[config.mk]
export PLATFORM = sky130hd
export DESIGN_NAME = pipeline_stall_sequencer
export DESIGN_NICKNAME = d
export VERILOG_FILES = /design/src/rtl/pipeline_stall_sequencer.sv
export SDC_FILE = /design/constraint.sdc
export NUM_CORES = 1
export LEC_CHECK = 0
export ABC_AREA = 1
export ABC_CLOCK_PERIOD_IN_PS = 3350
export CORE_MARGIN = 3
export CORE_UTILIZATION = 55
export CTS_CLUSTER_SIZE = 8
export DETAILED_ROUTE_END_ITERATION = 12
export HOLD_SLACK_MARGIN = 0.08
export PLACE_DENSITY = 0.84
export SLEW_MARGIN = 20
export SYNTH_ARGS = -nofsm -noshare
export SYNTH_HDL_FRONTEND = slang
export SYNTH_SLANG_ARGS = --single-unit
[constraint.sdc]
create_clock -name clk -period 3.35 [get_ports clk]
set_input_delay 0.8375 -clock clk [delete_from_list [all_inputs] [get_ports clk]]
set_output_delay 0.8375 -clock clk [all_outputs]
set_load 0.05 [all_outputs]
[src/rtl/pipeline_stall_sequencer.sv]
// Hazard/stall sequencer for a 5-stage pipeline: load-use and branch-operand stalls,
// branch/jump flushes, and a full freeze while the data memory is busy. The freeze has a timeout.
module pipeline_stall_sequencer #(
  parameter int TIMEOUT = 255,
  parameter int CNT_W   = 16
) (
  input  logic             clk,
  input  logic             rst_n,
  input  logic             ID_EX_mem_read,
  input  logic             ID_EX_reg_write,
  input  logic [4:0]       ID_EX_rt,
  input  logic [4:0]       ID_EX_rd,
  input  logic             EX_MEM_mem_read,
  input  logic [4:0]       EX_MEM_rd,
  input  logic [4:0]       IF_ID_rs,
  input  logic [4:0]       IF_ID_rt,
  input  logic             branch,
  input  logic             branch_taken,
  input  logic             jump,
  input  logic             mem_busy,
  input  logic             cnt_clr,
  output logic             pc_stall,
  output logic             IF_ID_stall,
  output logic             ID_EX_bubble,
  output logic             IF_ID_flush,
  output logic             ID_EX_stall,
  output logic             EX_MEM_stall,
  output logic             MEM_WB_bubble,
  output logic             mem_timeout,
  output logic [CNT_W-1:0] stall_cnt,
  output logic [CNT_W-1:0] flush_cnt,
  output logic [1:0]       state
);

  typedef enum logic [1:0] {
    ST_RUN     = 2'd0,
    ST_FREEZE  = 2'd1,
    ST_TIMEOUT = 2'd2
  } state_t;

  state_t           state_q, state_d;
  logic [9:0]       busy_cnt_q, busy_cnt_d;
  logic [10:0]      busy_inc;
  logic             set_timeout;
  logic             mem_timeout_q;
  logic [CNT_W-1:0] stall_cnt_q, flush_cnt_q;
  logic             load_use, br_alu, br_load, hazard;

  // Register 0 is hard-wired zero, so it never creates a dependency.
  function automatic logic reg_match(input logic [4:0] a, input logic [4:0] b);
    return (a != 5'd0) && (a == b);
  endfunction

  function automatic logic [CNT_W-1:0] sat_inc(input logic [CNT_W-1:0] v);
    return (&v) ? v : v + CNT_W'(1);
  endfunction

  assign load_use = ID_EX_mem_read &&
                    (reg_match(ID_EX_rt, IF_ID_rs) || reg_match(ID_EX_rt, IF_ID_rt));
  assign br_alu   = branch && ID_EX_reg_write &&
                    (reg_match(ID_EX_rd, IF_ID_rs) || reg_match(ID_EX_rd, IF_ID_rt));
  assign br_load  = branch && EX_MEM_mem_read &&
                    (reg_match(EX_MEM_rd, IF_ID_rs) || reg_match(EX_MEM_rd, IF_ID_rt));
  assign hazard   = load_use || br_alu || br_load;
  assign busy_inc = {1'b0, busy_cnt_q} + 11'd1;

  // Mealy control: a cycle with mem_busy low is always judged by RUN rules,
  // which is what makes the release cycle of a freeze behave like RUN.
  always_comb begin
    pc_stall      = 1'b0;
    IF_ID_stall   = 1'b0;
    ID_EX_bubble  = 1'b0;
    IF_ID_flush   = 1'b0;
    ID_EX_stall   = 1'b0;
    EX_MEM_stall  = 1'b0;
    MEM_WB_bubble = 1'b0;
    if (rst_n) begin
      if (mem_busy) begin
        pc_stall      = 1'b1;
        IF_ID_stall   = 1'b1;
        ID_EX_stall   = 1'b1;
        EX_MEM_stall  = 1'b1;
        MEM_WB_bubble = 1'b1;
      end else if (hazard) begin
        pc_stall     = 1'b1;
        IF_ID_stall  = 1'b1;
        ID_EX_bubble = 1'b1;
      end else if (branch_taken || jump) begin
        IF_ID_flush = 1'b1;
      end
    end
  end

  always_comb begin
    state_d     = state_q;
    busy_cnt_d  = '0;
    set_timeout = 1'b0;
    case (state_q)
      ST_RUN: begin
        if (mem_busy) state_d = ST_FREEZE;
      end
      ST_FREEZE: begin
        if (!mem_busy) begin
          state_d = ST_RUN;
        end else if (busy_inc >= 11'(TIMEOUT)) begin
          state_d     = ST_TIMEOUT;
          set_timeout = 1'b1;
        end else begin
          busy_cnt_d = busy_inc[9:0];
        end
      end
      ST_TIMEOUT: begin
        if (!mem_busy) state_d = ST_RUN;
      end
      default: state_d = ST_RUN;
    endcase
  end

  always_ff @(posedge clk or negedge rst_n) begin
    if (!rst_n) begin
      state_q    <= ST_RUN;
      busy_cnt_q <= '0;
    end else begin
      state_q    <= state_d;
      busy_cnt_q <= busy_cnt_d;
    end
  end

  // cnt_clr wins over a same-cycle increment or timeout set.
  always_ff @(posedge clk or negedge rst_n) begin
    if (!rst_n) begin
      stall_cnt_q   <= '0;
      flush_cnt_q   <= '0;
      mem_timeout_q <= 1'b0;
    end else if (cnt_clr) begin
      stall_cnt_q   <= '0;
      flush_cnt_q   <= '0;
      mem_timeout_q <= 1'b0;
    end else begin
      if (pc_stall)    stall_cnt_q <= sat_inc(stall_cnt_q);
      if (IF_ID_flush) flush_cnt_q <= sat_inc(flush_cnt_q);
      if (set_timeout) mem_timeout_q <= 1'b1;
    end
  end

  assign stall_cnt   = stall_cnt_q;
  assign flush_cnt   = flush_cnt_q;
  assign mem_timeout = mem_timeout_q;
  assign state       = state_q;

endmodule

==> metrics.log <==
INFO  metric detailedPlacementHpwl = about 6.5 mm
INFO  metric top_signal_layer_used = met4
INFO  metric crit_path_max_fanout = 3
INFO  metric final-hold-violation-count = 0
INFO  metric syn_inst = about 500
INFO  metric synth-seq-area-share = about a third
INFO  metric placement.setup.worst_slack = approximately 0.027 ns
INFO  metric detail_route.wl_per_cell = 13.60 um
INFO  metric vias = about 3,500
INFO  metric totalNegativeSetupSlack = 0 ns
INFO  metric drt_first_iter_violations = ~170
INFO  metric clock.fmax = just over 0.3 GHz
INFO  metric grt_antenna_before_repair = 0
INFO  metric die_h = 83.79 um
INFO  metric postSynthRegisterBits = 45
INFO  metric layout-area-overhead-vs-synth = 30.75%
INFO  metric layout_min_cycle_time = ~3.2 ns
INFO  metric placementRows = 27
INFO  metric core-area = between 5000 and 6000 sq um
INFO  metric arrival = 2.40 ns
INFO  metric layout_worst_path_cycle_share = between 90% and 100%
INFO  metric floorplan.die.width = 83.79 um
INFO  metric via_count_of_the_first_global_routing_pass = around 3,400
INFO  metric first_pass_iters = 4
INFO  metric path_clk_slew = about 0.09 ns
INFO  metric power-per-cell-area = 288.2 nW/um^2
INFO  metric worst_ep_required_time = approximately 2.5 ns
INFO  metric rr_endpoint = stall_cnt[1]
INFO  metric crit_buf_inv = 3
INFO  metric timing_max_transition_violations_final = 0
INFO  metric clk_path_buf_depth = 2
INFO  metric mostFrequentLayoutCells = sky130_fd_sc_hd__nand2_1 (151), sky130_fd_sc_hd__nand3_1 (75), sky130_fd_sc_hd__nor2_1 (65)
INFO  metric grt_max_degree = 39
INFO  metric yosys_warnings = 0
INFO  metric clock-sinks = 45
INFO  metric grt_first_pass_wirelength = about 15 mm
INFO  metric route.layer.met1.wl = about 3.8 mm
INFO  metric tritoncts.num_buffers = 5
INFO  metric total_leakage_power = approximately 2.3 nW
INFO  metric remaining_drc_errors = 0
INFO  metric ant_nets_after_route = 0
INFO  metric worst_margin_slew = roughly 0.70 ns
INFO  metric worst_path_largest_cell_delay = ~0.48 ns
INFO  metric final_net_count = 614
INFO  metric timing.slew.headroom = a little over half
INFO  metric start_kind = input pin
INFO  metric fraction_of_layout_cells_with_a_size_suffix_above_1 = 7.813%
INFO  metric setup-violations-final = 0
INFO  metric total_i_o_pin_count = 77
INFO  metric synthDistinctLibCells = 31
INFO  metric hold_buffers = 0
INFO  metric reg2reg_depth = 8
INFO  metric timing.critical_path.mode_cell = sky130_fd_sc_hd__nand2_1
INFO  metric cts_tree = built
INFO  metric timing.critical_path.to_type = output port
INFO  metric worst-setup-path-type = in -> out
INFO  metric placed_area = between 4000 and 5000 sq um
INFO  metric layout_commonest_cell = sky130_fd_sc_hd__nand2_1
INFO  metric timing.clock.skew = 0.005076 ns
INFO  metric max_cap_violations = 0
INFO  metric track_usage = between 20% and 30%
INFO  metric outcome = finished, final reports clean
INFO  metric syn-cell-area = ~3300 sq um
INFO  metric grt-ovfl-total = 0
INFO  metric holdCritPathClass = in -> async
INFO  metric holdWs = between 0.4 and 0.5 ns
INFO  metric number_of_antenna_cells_inserted = 0
INFO  metric critPathSlowestCell = sky130_fd_sc_hd__clkdlybuf4s50_1
INFO  metric clock_tree.root_cell = sky130_fd_sc_hd__clkbuf_8
INFO  metric worst_ir_drop_vdd = approximately 0.19 mV
INFO  metric timing.rr.start = stall_cnt[0]
INFO  metric clk-insertion-delay-late = ~0.30 ns
INFO  metric path_cells = clkdlybuf4s50_1 > nor2_1 > nand3_1 > o21ai_0 > inv_1 > nand2_1 > nand3_2 > nand2_1 > nand2_2 > buf_12
INFO  metric drt-total-wl = roughly 9 mm
INFO  metric met3RoutedLength = about 580 um
INFO  metric timing.critical_path.max_delay_family = buffers and inverters
INFO  metric dieArea = approximately 7000 sq um
INFO  metric syn_avg_cell_area = approximately 6.7 sq um
INFO  metric finalInstanceArea = roughly 4400 sq um
INFO  metric cts-htree-levels = 2
INFO  metric io_buffer_count = between 70 and 80
INFO  metric grt_setup_unrepaired = no
INFO  metric starting_utilization_of_the_core_area = between 50% and 60%
INFO  metric via_per_inst = between 5 and 6
INFO  metric post-route-worst-setup-slack = 0.1127 ns
INFO  metric wl_met2 = between 4 and 5 mm
INFO  metric gpl_congestion = about 0.94
INFO  metric setup.reg_to_reg.worst_slack = 1.11 ns
## area by class of cell
cell class / count / area [sq um]
fillers: 440 / 1324
inverters: 54 / 202.7
flip-flops and latches: 45 / 1126
well taps: 72 / 90.09
clock inverters: 3 / 25.02
multi-input cells: 386 / 1921
clock buffers: 5 / 68.82
repair buffers: 83 / 918.4
## cells in the mapped netlist, drive strengths merged
library cell    n  area, sq um
a21boi          1        7.510
a21oi           3        15.01
and3            1        6.260
buf             9        67.56
clkbuf          6        22.52
conb            1        3.750
dfrtp          45         1126
ha              4        50.05
inv            54        202.7
nand2         157        611.8
nand3          78        412.9
nand3b          1        7.510
nand4           9        56.30
nor2           68        262.8
nor3           19        117.6
nor3b           3        22.52
nor4            2        12.51
o211ai          1        7.510
o21ai           2        10.01
o21bai          1        7.510
xnor2          13        113.9
xor2           21        183.9
## metal layers
layer	track usage [%]	up-vias
li1	-	1731
met3	4.640	13
met1	33.15	1641
met2	43.89	128
met5	0	-
met4	6.579	0
## sequential cells by signal, indices dropped and copies added (netlist names)
signal	cells
flush_cnt	16
stall_cnt	16
busy_cnt_q	10
state	2
mem_timeout	1
## what timing repair did
item                       in CTS  in global routing
setup buffers                   0                  0
gates resized for setup         0                 19
setup endpoints to repair       0                  3
## logic make-up after synthesis
logic type	Yosys count	share of synthesized area, %
and+or+nand+nor	338	45.38
xor gates and xnor gates	34	8.948
DFF	45	33.83
buffers and inverters	69	8.797
AOI/OAI and AO/OA	8	1.429
adders and majority gates	4	1.504
other	1	0.1127
## stage by stage
| stage | total power, mW | utilization [%] | instances |
|---|---|---|---|
| finish | 1.254 | 76.68 | 648 |
| global route | 1.310 | 76.68 | 648 |
| CTS | 1.262 | 75.84 | 648 |
| detailed placement | 0.9002 | 74.18 | 640 |
| global placement | 0.8945 | 74.18 | 640 |
| floorplan | 0.7588 | - | 500 |
## worst max-delay path by stage
stage / from / endpoint / cells past startpoint / slack (ns)
floorplan: ID_EX_rd[2] / pc_stall / 9 / 0.42
global placement: EX_MEM_rd[3] / IF_ID_stall / 12 / 0.06
detailed placement: EX_MEM_rd[3] / IF_ID_stall / 12 / 0.03
CTS: EX_MEM_rd[3] / IF_ID_stall / 12 / 0.02
global route: EX_MEM_rd[0] / pc_stall / 12 / 0.008
finish: ID_EX_rt[2] / IF_ID_stall / 10 / 0.11
## where the power goes
group          internal (mW)  leakage, nW  total [mW]  switching [mW]
combinational          0.120         1.64       0.318           0.198
sequential             0.557        0.618       0.576          0.0183
clock                  0.152       0.0452       0.361           0.208
total                  0.829         2.31        1.25           0.425
(Power assumes the default switching activity.)
